<file path="src/rtl/c_gate_bus_pipe_v5_0_pkg.sv">
// Shared definitions for the pipelined gate-bus: operation codes, the
// base-operator/inversion decode and the beat-count width.
package c_gate_bus_pipe_v5_0_pkg;

    localparam logic [2:0] C_AND  = 3'd0;
    localparam logic [2:0] C_NAND = 3'd1;
    localparam logic [2:0] C_OR   = 3'd2;
    localparam logic [2:0] C_NOR  = 3'd3;
    localparam logic [2:0] C_XOR  = 3'd4;
    localparam logic [2:0] C_XNOR = 3'd5;
    localparam logic [2:0] C_INV  = 3'd6;
    localparam logic [2:0] C_BUF  = 3'd7;

    localparam int C_COUNT_W = 8;
    localparam logic [C_COUNT_W-1:0] C_COUNT_ONE = 1;
    localparam logic [C_COUNT_W-1:0] C_COUNT_MAX = '1;

    typedef enum logic [1:0] {
        BASE_AND,
        BASE_OR,
        BASE_XOR,
        BASE_BUF
    } base_op_t;

    typedef enum logic {
        ST_IDLE,
        ST_ACCUM
    } state_t;

    function automatic base_op_t base_op(input logic [2:0] op);
        case (op)
            C_AND, C_NAND: base_op = BASE_AND;
            C_OR, C_NOR:   base_op = BASE_OR;
            C_XOR, C_XNOR: base_op = BASE_XOR;
            default:       base_op = BASE_BUF;
        endcase
    endfunction

    // Inversion is applied once at emission, never to individual beats.
    function automatic logic out_inv(input logic [2:0] op);
        out_inv = (op == C_NAND) || (op == C_NOR) || (op == C_XNOR) || (op == C_INV);
    endfunction

    function automatic int count_width();
        count_width = C_COUNT_W;
    endfunction

endpackage

</file>
<file path="src/rtl/c_gate_bus_pipe_v5_0_reduce.sv">
// Combinational per-channel inversion mask followed by an N-channel
// AND/OR/XOR reduction; BUF passes masked channel 0 through.
module c_gate_bus_reduce_v5_0
    import c_gate_bus_pipe_v5_0_pkg::*;
#(
    parameter int                            C_WIDTH    = 16,
    parameter int                            C_INPUTS   = 4,
    parameter logic [C_INPUTS*C_WIDTH-1:0]   C_INV_MASK = '0
)(
    input  logic [C_INPUTS*C_WIDTH-1:0] i_data,
    input  base_op_t                    i_base,
    output logic [C_WIDTH-1:0]          o_red
);

    logic [C_WIDTH-1:0] w_chan [C_INPUTS];

    genvar gi;
    generate
        for (gi = 0; gi < C_INPUTS; gi++) begin : g_mask
            assign w_chan[gi] = i_data[gi*C_WIDTH +: C_WIDTH] ^ C_INV_MASK[gi*C_WIDTH +: C_WIDTH];
        end
    endgenerate

    always_comb begin
        o_red = w_chan[0];
        for (int k = 1; k < C_INPUTS; k++) begin
            case (i_base)
                BASE_AND: o_red = o_red & w_chan[k];
                BASE_OR:  o_red = o_red | w_chan[k];
                BASE_XOR: o_red = o_red ^ w_chan[k];
                default:  o_red = o_red;
            endcase
        end
    end

endmodule

</file>
<file path="src/rtl/c_gate_bus_pipe_v5_0.sv">
// Pipelined gate-bus: per-beat masked reduction, optional frame fold,
// and a C_LATENCY-deep token pipeline behind a valid/ready handshake.
module c_gate_bus_pipe_v5_0
    import c_gate_bus_pipe_v5_0_pkg::*;
#(
    parameter int                            C_WIDTH     = 16,
    parameter int                            C_INPUTS    = 4,
    parameter logic [C_INPUTS*C_WIDTH-1:0]   C_INV_MASK  = '0,
    parameter int                            C_LATENCY   = 2,
    parameter logic [C_WIDTH-1:0]            C_SINIT_VAL = '0
)(
    input  logic                          CLK,
    input  logic                          ACLR_N,
    input  logic                          SINIT,
    input  logic [2:0]                    OP,
    input  logic                          ACC,
    input  logic                          S_VALID,
    output logic                          S_READY,
    input  logic                          S_LAST,
    input  logic [C_INPUTS*C_WIDTH-1:0]   I,
    output logic                          M_VALID,
    input  logic                          M_READY,
    output logic [C_WIDTH-1:0]            M_DATA,
    output logic [C_COUNT_W-1:0]          M_COUNT
);

    logic                 w_en;
    logic                 w_accept;
    logic [2:0]           w_red_op;
    logic [C_WIDTH-1:0]   w_red;
    logic [C_WIDTH-1:0]   w_fold;
    logic [C_COUNT_W-1:0] w_cnt_inc;

    state_t               r_state;
    state_t               w_state_next;
    logic [2:0]           r_op_q;
    logic [2:0]           w_op_next;
    logic [C_WIDTH-1:0]   r_acc;
    logic [C_WIDTH-1:0]   w_acc_next;
    logic [C_COUNT_W-1:0] r_cnt;
    logic [C_COUNT_W-1:0] w_cnt_next;

    logic                 w_emit_valid;
    logic [C_WIDTH-1:0]   w_emit_data;
    logic [C_COUNT_W-1:0] w_emit_cnt;

    // The whole pipe advances in lockstep; S_READY is deliberately combinational from M_READY.
    assign w_en     = !M_VALID || M_READY;
    assign S_READY  = w_en;
    assign w_accept = S_VALID && w_en && !SINIT;

    assign w_red_op = (r_state == ST_ACCUM) ? r_op_q : OP;

    c_gate_bus_reduce_v5_0 #(
        .C_WIDTH    (C_WIDTH),
        .C_INPUTS   (C_INPUTS),
        .C_INV_MASK (C_INV_MASK)
    ) u_reduce (
        .i_data (I),
        .i_base (base_op(w_red_op)),
        .o_red  (w_red)
    );

    always_comb begin
        case (base_op(r_op_q))
            BASE_AND: w_fold = r_acc & w_red;
            BASE_OR:  w_fold = r_acc | w_red;
            BASE_XOR: w_fold = r_acc ^ w_red;
            default:  w_fold = w_red;
        endcase
    end

    assign w_cnt_inc = (r_cnt == C_COUNT_MAX) ? r_cnt : r_cnt + C_COUNT_ONE;

    always_comb begin
        w_state_next = r_state;
        w_op_next    = r_op_q;
        w_acc_next   = r_acc;
        w_cnt_next   = r_cnt;
        w_emit_valid = 1'b0;
        w_emit_data  = w_red;
        w_emit_cnt   = C_COUNT_ONE;
        if (w_accept) begin
            case (r_state)
                ST_IDLE: begin
                    if (ACC && (OP < C_INV) && !S_LAST) begin
                        w_state_next = ST_ACCUM;
                        w_op_next    = OP;
                        w_acc_next   = w_red;
                        w_cnt_next   = C_COUNT_ONE;
                    end else begin
                        w_emit_valid = 1'b1;
                        w_emit_data  = out_inv(OP) ? ~w_red : w_red;
                        w_emit_cnt   = C_COUNT_ONE;
                    end
                end
                ST_ACCUM: begin
                    if (S_LAST) begin
                        w_emit_valid = 1'b1;
                        w_emit_data  = out_inv(r_op_q) ? ~w_fold : w_fold;
                        w_emit_cnt   = w_cnt_inc;
                        w_state_next = ST_IDLE;
                        w_acc_next   = '0;
                        w_cnt_next   = '0;
                    end else begin
                        w_acc_next   = w_fold;
                        w_cnt_next   = w_cnt_inc;
                    end
                end
                default: w_state_next = ST_IDLE;
            endcase
        end
    end

    always_ff @(posedge CLK or negedge ACLR_N) begin
        if (!ACLR_N) begin
            r_state <= ST_IDLE;
            r_op_q  <= C_AND;
            r_acc   <= '0;
            r_cnt   <= '0;
        end else if (SINIT) begin
            r_state <= ST_IDLE;
            r_op_q  <= C_AND;
            r_acc   <= '0;
            r_cnt   <= '0;
        end else begin
            r_state <= w_state_next;
            r_op_q  <= w_op_next;
            r_acc   <= w_acc_next;
            r_cnt   <= w_cnt_next;
        end
    end

    logic                 w_stg_valid [C_LATENCY];
    logic [C_WIDTH-1:0]   w_stg_data  [C_LATENCY];
    logic [C_COUNT_W-1:0] w_stg_cnt   [C_LATENCY];

    genvar gi;
    generate
        for (gi = 0; gi < C_LATENCY; gi++) begin : g_stage
            logic                 w_in_valid;
            logic [C_WIDTH-1:0]   w_in_data;
            logic [C_COUNT_W-1:0] w_in_cnt;
            logic                 r_valid;
            logic [C_WIDTH-1:0]   r_data;
            logic [C_COUNT_W-1:0] r_cnt_q;

            if (gi == 0) begin : g_head
                assign w_in_valid = w_emit_valid;
                assign w_in_data  = w_emit_data;
                assign w_in_cnt   = w_emit_cnt;
            end else begin : g_tail
                assign w_in_valid = w_stg_valid[gi-1];
                assign w_in_data  = w_stg_data[gi-1];
                assign w_in_cnt   = w_stg_cnt[gi-1];
            end

            // Payload only moves with a valid token so M_DATA keeps its last value across bubbles.
            always_ff @(posedge CLK or negedge ACLR_N) begin
                if (!ACLR_N) begin
                    r_valid <= 1'b0;
                    r_data  <= '0;
                    r_cnt_q <= '0;
                end else if (SINIT) begin
                    r_valid <= 1'b0;
                    r_data  <= C_SINIT_VAL;
                    r_cnt_q <= '0;
                end else if (w_en) begin
                    r_valid <= w_in_valid;
                    if (w_in_valid) begin
                        r_data  <= w_in_data;
                        r_cnt_q <= w_in_cnt;
                    end
                end
            end

            assign w_stg_valid[gi] = r_valid;
            assign w_stg_data[gi]  = r_data;
            assign w_stg_cnt[gi]   = r_cnt_q;
        end
    endgenerate

    assign M_VALID = w_stg_valid[C_LATENCY-1];
    assign M_DATA  = w_stg_data[C_LATENCY-1];
    assign M_COUNT = w_stg_cnt[C_LATENCY-1];

endmodule

</file>
<file path="config.mk">
export PLATFORM = sky130hd
export DESIGN_NAME = c_gate_bus_pipe_v5_0
export DESIGN_NICKNAME = d
export VERILOG_FILES = /design/src/rtl/c_gate_bus_pipe_v5_0_pkg.sv /design/src/rtl/c_gate_bus_pipe_v5_0_reduce.sv /design/src/rtl/c_gate_bus_pipe_v5_0.sv
export SDC_FILE = /design/constraint.sdc
export NUM_CORES = 1
export LEC_CHECK = 0
export CORE_MARGIN = 10
export CORE_UTILIZATION = 30
export DETAILED_ROUTE_END_ITERATION = 16
export PLACE_DENSITY = 0.57
export SYNTH_ARGS = -nofsm -noshare
export SYNTH_HDL_FRONTEND = slang
export SYNTH_SLANG_ARGS = --single-unit
</file>
<file path="constraint.sdc">
create_clock -name CLK -period 5 [get_ports CLK]
set_input_delay 1.5 -clock CLK [delete_from_list [all_inputs] [get_ports CLK]]
set_output_delay 1.5 -clock CLK [all_outputs]
set_load 0.02 [all_outputs]
</file>
## Word-level counts from Yosys, hierarchy flattened

Index checks and enable logic that the tools add are counted.

| storage, ports and cells | value |
|---|---|
| register bits | 78 |
| input port bits | 74 |
| output and inout bits | 26 |

| cells by class | value |
|---|---|
| $add $sub $neg | 1 |
| magnitude comparators | 1 |
| equality and inequality tests | 22 |
| muxes and demuxes | 56 |
| bitwise gates (word level) | 15 |
| reductions and logical operators | 33 |

Operators by type and width:

| kind | number |
|---|---|
| $mux 16 | 15 |
| $pmux 16 s3 | 4 |
| $mux 8 | 13 |
| $and 16x16->16 | 4 |
| $or 16x16->16 | 4 |
| $pmux 16 s2 | 2 |
| $xor 16x16->16 | 4 |
| $not 16->16 | 2 |
| $pmux 8 s2 | 2 |
| $eq 3x3->1 const B | 7 |
| $eq 3x2->1 const B | 5 |
| $mux 3 | 5 |
| $pmux 2 s3 | 2 |
| $reduce_or 2->1 | 6 |
| $mux 1 | 11 |
| $reduce_bool 2->1 | 5 |
| $eq 3x1->1 const B | 3 |
| $add 8x1->8 const B | 1 |
| $eq 8x8->1 const B | 1 |
| $logic_or 1x1->1 | 7 |
| $logic_not 3->1 | 2 |
| $reduce_and 2->1 | 3 |
| $eq 2x1->1 const B | 2 |
| $eq 2x2->1 const B | 2 |
| other kinds (9) | 16 |

## Logic depth before layout (Yosys ltp)

| logic depth | value |
|---|---|
| depth after elaboration | 20 |
| mapped depth | 25 |
| depth with buffers taken out | 23 |

## By module

From an unflattened synthesis, not the netlist that was laid out.

| unflattened totals | value |
|---|---|
| cells, all modules | 709 |
| area total of the unflattened synthesis | 7427.1 sq um |

By module, submodules not included:

| module | times used | cells each | area an instance (sq um) |
|---|---|---|---|
| c_gate_bus_pipe_v5_0 | 1 | 459 | 4879.7 |
| c_gate_bus_reduce_v5_0 | 1 | 250 | 2547.4 |

## Worst setup path before layout

No wires, ideal clock.

| timing | value |
|---|---|
| path kind | input to register |
| start | input OP[2] |
| end | register r_acc[2] |
| library setup time | 0.122 ns |
| arrival | 5.160 ns |
| data required time | 4.878 ns |
| path slack | -0.282 ns |
| stages on the path | 21 |
| buffers on the path | 3 |
| path through | buf_4 -> mux2i_2 -> buf_4 -> clkbuf_1 -> o211ai_1 -> o31ai_1 -> inv_1 -> ha_1 -> nor2_1 -> o31ai_1 -> inv_1 -> ha_1 -> nor2_1 -> o22ai_1 -> o31ai_2 -> inv_1 -> ha_1 -> nor2b_1 -> o32ai_1 -> o21ai_0 -> a32o_1 |

| on the way | value |
|---|---|
| cells in the longest elaborated chain, start to end | 16 |

Ends and longest elaborated chain:

| item | RTL line | source |
|---|---|---|
| from (decl) | c_gate_bus_pipe_v5_0.sv:15 | `input logic [2:0] OP,` |
| $mux 3 | c_gate_bus_pipe_v5_0.sv:52 | `assign w_red_op = (r_state == ST_ACCUM) ? r_op_q : OP;` |
| $eq 3x3->1, or another cell as far along | c_gate_bus_pipe_v5_0_pkg.sv:31 | `case (op)` |
| $reduce_or 2->1 | c_gate_bus_pipe_v5_0_pkg.sv:31 |  |
| $pmux 2 s3 | c_gate_bus_pipe_v5_0_pkg.sv:31 |  |
| $eq 2x2->1, or another cell as far along | c_gate_bus_pipe_v5_0_reduce.sv:27 | `case (i_base)` |
| $pmux 16 s3 | c_gate_bus_pipe_v5_0_reduce.sv:27 |  |
| $xor 16x16->16, or another cell as far along | c_gate_bus_pipe_v5_0_reduce.sv:30 | `BASE_XOR: o_red = o_red ^ w_chan[k];` |
| $pmux 16 s3 | c_gate_bus_pipe_v5_0_reduce.sv:27 |  |
| $xor 16x16->16, or another cell as far along | c_gate_bus_pipe_v5_0_reduce.sv:30 |  |
| $pmux 16 s3 | c_gate_bus_pipe_v5_0_reduce.sv:27 |  |
| $xor 16x16->16, or another cell as far along | c_gate_bus_pipe_v5_0.sv:68 | `BASE_XOR: w_fold = r_acc ^ w_red;` |
| $pmux 16 s3 | c_gate_bus_pipe_v5_0.sv:65 | `case (base_op(r_op_q))` |
| $mux 16 | c_gate_bus_pipe_v5_0.sv:98 | `if (S_LAST) begin` |
| $pmux 16 s2 | c_gate_bus_pipe_v5_0.sv:84 | `case (r_state)` |
| $mux 16 | c_gate_bus_pipe_v5_0.sv:83 | `if (w_accept) begin` |
| $mux 16 | c_gate_bus_pipe_v5_0.sv:121 | `end else if (SINIT) begin` |
| to (signal assigned) | c_gate_bus_pipe_v5_0.sv:129 | `r_acc <= w_acc_next;` |
| to (decl) | c_gate_bus_pipe_v5_0.sv:38 | `logic [C_WIDTH-1:0] r_acc;` |

Several ways; a longest one is shown, not always the timed one. The select of a mux whose other input is x is not followed.
A chain may end at the register's enable or synchronous reset.

## Worst setup path in the final report

| timing | value |
|---|---|
| start | input OP[1] |
| end | register r_acc[3] |

Same word-level chain as after synthesis.

==> flow_summary.toml <==
[drt]
drtPass1Iterations = 4
final_antenna_net_count = 0
post-route-drc-count = 0
via_per_inst = 4.829
vias = 7891
drt_iter0_drc = 364
drt-wirelength-per-cell_um = 15.21
wirelength_um = 24860

[timing]
fin_ws_ps = 126.8
drv_slew = 0
relSlewSlack = 0.3157
fmax_mhz = 205.2
finalCritPeriodShare = 0.9746
finalSetupViolCount = 0
tightest_slew_ps = 1026
rsz0062_at_grt = "true"
min_period_ps = 4873
tns_ps = 0
hold_violations = 0
skew_ps = 9.855

[worst_setup_path]
reg2reg_slack_ps = 510
crit_path_end_kind = "flop"
cp_slowest_cell = "mux2_4"
critPathMostFrequentCell = "buf_4"
crit_path_start_kind = "input pin"
required_ps = 5220
path_cells = "buf_4 -> mux2_4 -> buf_6 -> buf_6 -> o211ai_1 -> o31ai_2 -> buf_4 -> ha_1 -> o211ai_1 -> o31ai_2 -> buf_4 -> buf_4 -> ha_1 -> o21a_1 -> o31ai_4 -> inv_1 -> ha_2 -> nor2b_1 -> o32ai_2 -> o21ai_1 -> a32o_1"
critical_path_class = "in2reg"
reg2reg_depth = 21
crit-reg2reg-capture = "g_stage[0].r_data[3]"
worstPathArrival_ps = 5100
cp_max_fo = 8
max_stage_delay_ps = 330
rr_startpoint = "r_state"

[layout]
seqCellArea_um2 = 1952
final_cells = 1634
antennaDiodeCount = 0
fillers = 2815
drive_gt1_frac = 0.2572
layout_commonest_cell = "buf_4"
final_nets = 1454
layout_common_cells = "buf_4, inv_1, ha_1"
multi_input_area_um2 = 6007
area_growth_pct = 39.73

[clock_network]
cts_made_buffers = 9
cts-root-buf = "clkbuf_16"
clock_latency_ps = 340
cts_sinks = 78
clkTransAtPathRegs_ps = 60
cts_buffer_depth = 2
hold_buffers = 0
htreeDepth = 3
cts_tree = "done"

[worst_hold_path]
min_from = "g_stage[0].r_cnt_q[2]"
holdCritPathClass = "reg2reg"
whs_path_depth = 2
worstHoldEndpoint = "g_stage[0].r_cnt_q[2]"

[global_route]
grt_max_degree = 79
antenna_found_initial = 0
grt_pass1_vias = 7718
track_usage = 0.1354
grt-ovfl-total = 0
grt_pass1_wl_um = 40320

[place]
dp_hpwl_um = 18640
gp_congestion = 0.8371
dp_slack_ps = -820.0
portBuffers = 99
placedCellCount = 1588

[synthesis]
ys_warn_count = 0
ys_ff_latch = 78
syn-num-nets = 1225
synth_cells = 1022
synth_area_leaders = "dfrtp_1, ha_1, inv_1, o211ai_1, a21oi_1"
synth.avg_cell_area_um2 = 8.190
ys_types = 61
synth_top_family_by_area = "compound AO/OA/AOI/OAI gates"
synth_flop_cell = "dfrtp_1"
yosysTopAreaCell = "dfrtp_1"
synth-xor-area-share = 0.01360
async_reset_ff_frac = 1.000
synth_fa_ha_area_frac = 0.1928
synth_top_area_share = 0.2332
seq_area_frac_synth = 0.2332
synthMuxAreaShare = 0.01898
synth_edf_count = 0
synth_compound_gate_area_share = 0.2852
synth-simple-area-share = 0.1529
netlist_area_um2 = 8371

[power]
p_sw_uw = 765.6
switching_share = 0.3330
clock_power_share = 0.284
total_leakage_power_uw = 0.005654
power.density_nw_per_um2 = 196.6
peakVddDrop_mv = 0.1473
power_frac_comb = 0.418
p_int_uw = 1533
seq_power_share = 0.298

[floorplanning]
initial_utilization = 0.3030
die_h_um = 187.0
fp.dieW_um = 187.0
floorplan.core_area_um2 = 27630
dieArea_um2 = 34980
placementRows = 61
ios = 100

[run]
max_cap_violations = 0

[outcome]
outcome = "finished clean"
==> critical path: cells and delay by family <==
family	cells	cell delay [ps]
buf+inv	7	890
simple gates	1	130
fa+ha+maj	3	500
mux	1	330
compound gates	9	1740
==> final cells by class <==
cell class              count  area share
clock inverters             5    0.005028
multi-input cells         738      0.5136
inverters                 141     0.04525
repair buffers            283      0.2089
clock buffers              11     0.01990
flip-flops and latches     78      0.1669
well taps                 378     0.04044
==> logic make-up (layout without fill, tap and decap cells) <==
logic type | count (synthesis) | after routing
mux | 15 | 15
compound gates | 326 | 326
simple gates | 255 | 255
buf+inv | 206 | 440
xor+xnor | 13 | 13
flops | 78 | 78
fa+ha+maj | 129 | 129
==> repair_timing <==
item	4_1_cts	5_1_grt
resized for setup	40	104
pin swaps	31	73
cloned	0	1
setup endpoints to repair	32	32
setup buffers	15	15
==> cells in the mapped netlist, types with 5 or more instances <==
cell / instances
inv_1: 133
ha_1: 129
nand2_1: 90
dfrtp_1: 78
a21oi_1: 70
nor2_1: 56
o21ai_0: 52
o211ai_1: 50
nor2b_1: 34
clkbuf_1: 29
buf_2: 27
a22o_1: 26
o21a_1: 17
mux2i_1: 12
nand4_1: 12
nand3_1: 11
a21o_1: 10
a32o_1: 10
xor2_1: 10
nand2b_1: 9
nand3b_1: 9
o22ai_1: 9
o311a_1: 9
o311ai_0: 9
o32ai_1: 9
a211o_1: 7
a21oi_2: 7
inv_2: 7
o22a_1: 7
o32a_1: 7
nor2_2: 6
o31ai_1: 6
o31ai_2: 6
buf_4: 5
nor3_1: 5
nor3_2: 5
==> power by group through the flow <==
| stage | clock [µW] | combinational [µW] | sequential [µW] |
|---|---|---|---|
| finish | 652 | 961 | 686 |
| global route | 690 | 1070 | 689 |
| CTS | 664 | 869 | 686 |
| detailed placement | 0 | 823 | 697 |
| global placement | 0 | 800 | 697 |
| floorplan | 0 | 472 | 691 |
==> how the worst max path moves through the flow <==
stage	end	slack [ps]	start
after floorplan	r_acc[2]	-40	OP[1]
after global placement	r_acc[6]	-690	OP[1]
after detailed placement	r_acc[6]	-820	OP[1]
after CTS	r_acc[2]	7	I[2]
after global routing	g_stage[0].r_data[3]	-150	OP[1]
final	r_acc[3]	130	OP[1]
==> state kept, by name, indices dropped and copies added, names as in the netlist <==
| signal | cells |
|---|---|
| g_stage.r_cnt_q | 8 |
| r_acc | 16 |
| r_cnt | 8 |
| r_state | 1 |
| M_VALID | 1 |
| M_COUNT | 8 |
| g_stage.r_data | 16 |
| r_op_q | 3 |
| M_DATA | 16 |
| g_stage.r_valid | 1 |
==> routing by layer <==
layer | wire [µm] | GRT usage | vias to the layer above
met2 | 10660 | 0.2060 | 124
met5 | 0 | 0 | -
met3 | 834 | 0.02312 | 16
met1 | 13120 | 0.1957 | 3705
li1 | - | - | 4046
met4 | 242 | 0.02636 | 0
==> through the flow <==
stage	hold WS [ps]	total power (µW)	cell area, µm²	util
6_report	475.3	2299	11700	0.4233
5_1_grt	498.8	2452	11700	0.4233
4_1_cts	484.7	2219	11220	0.4061
3_5_place_dp	471.3	1521	10710	0.3876
3_3_place_gp	465.0	1497	10710	0.3876
2_1_floorplan	450.7	1162	8417	-
Note: power is estimated with default switching activity, not from simulation.
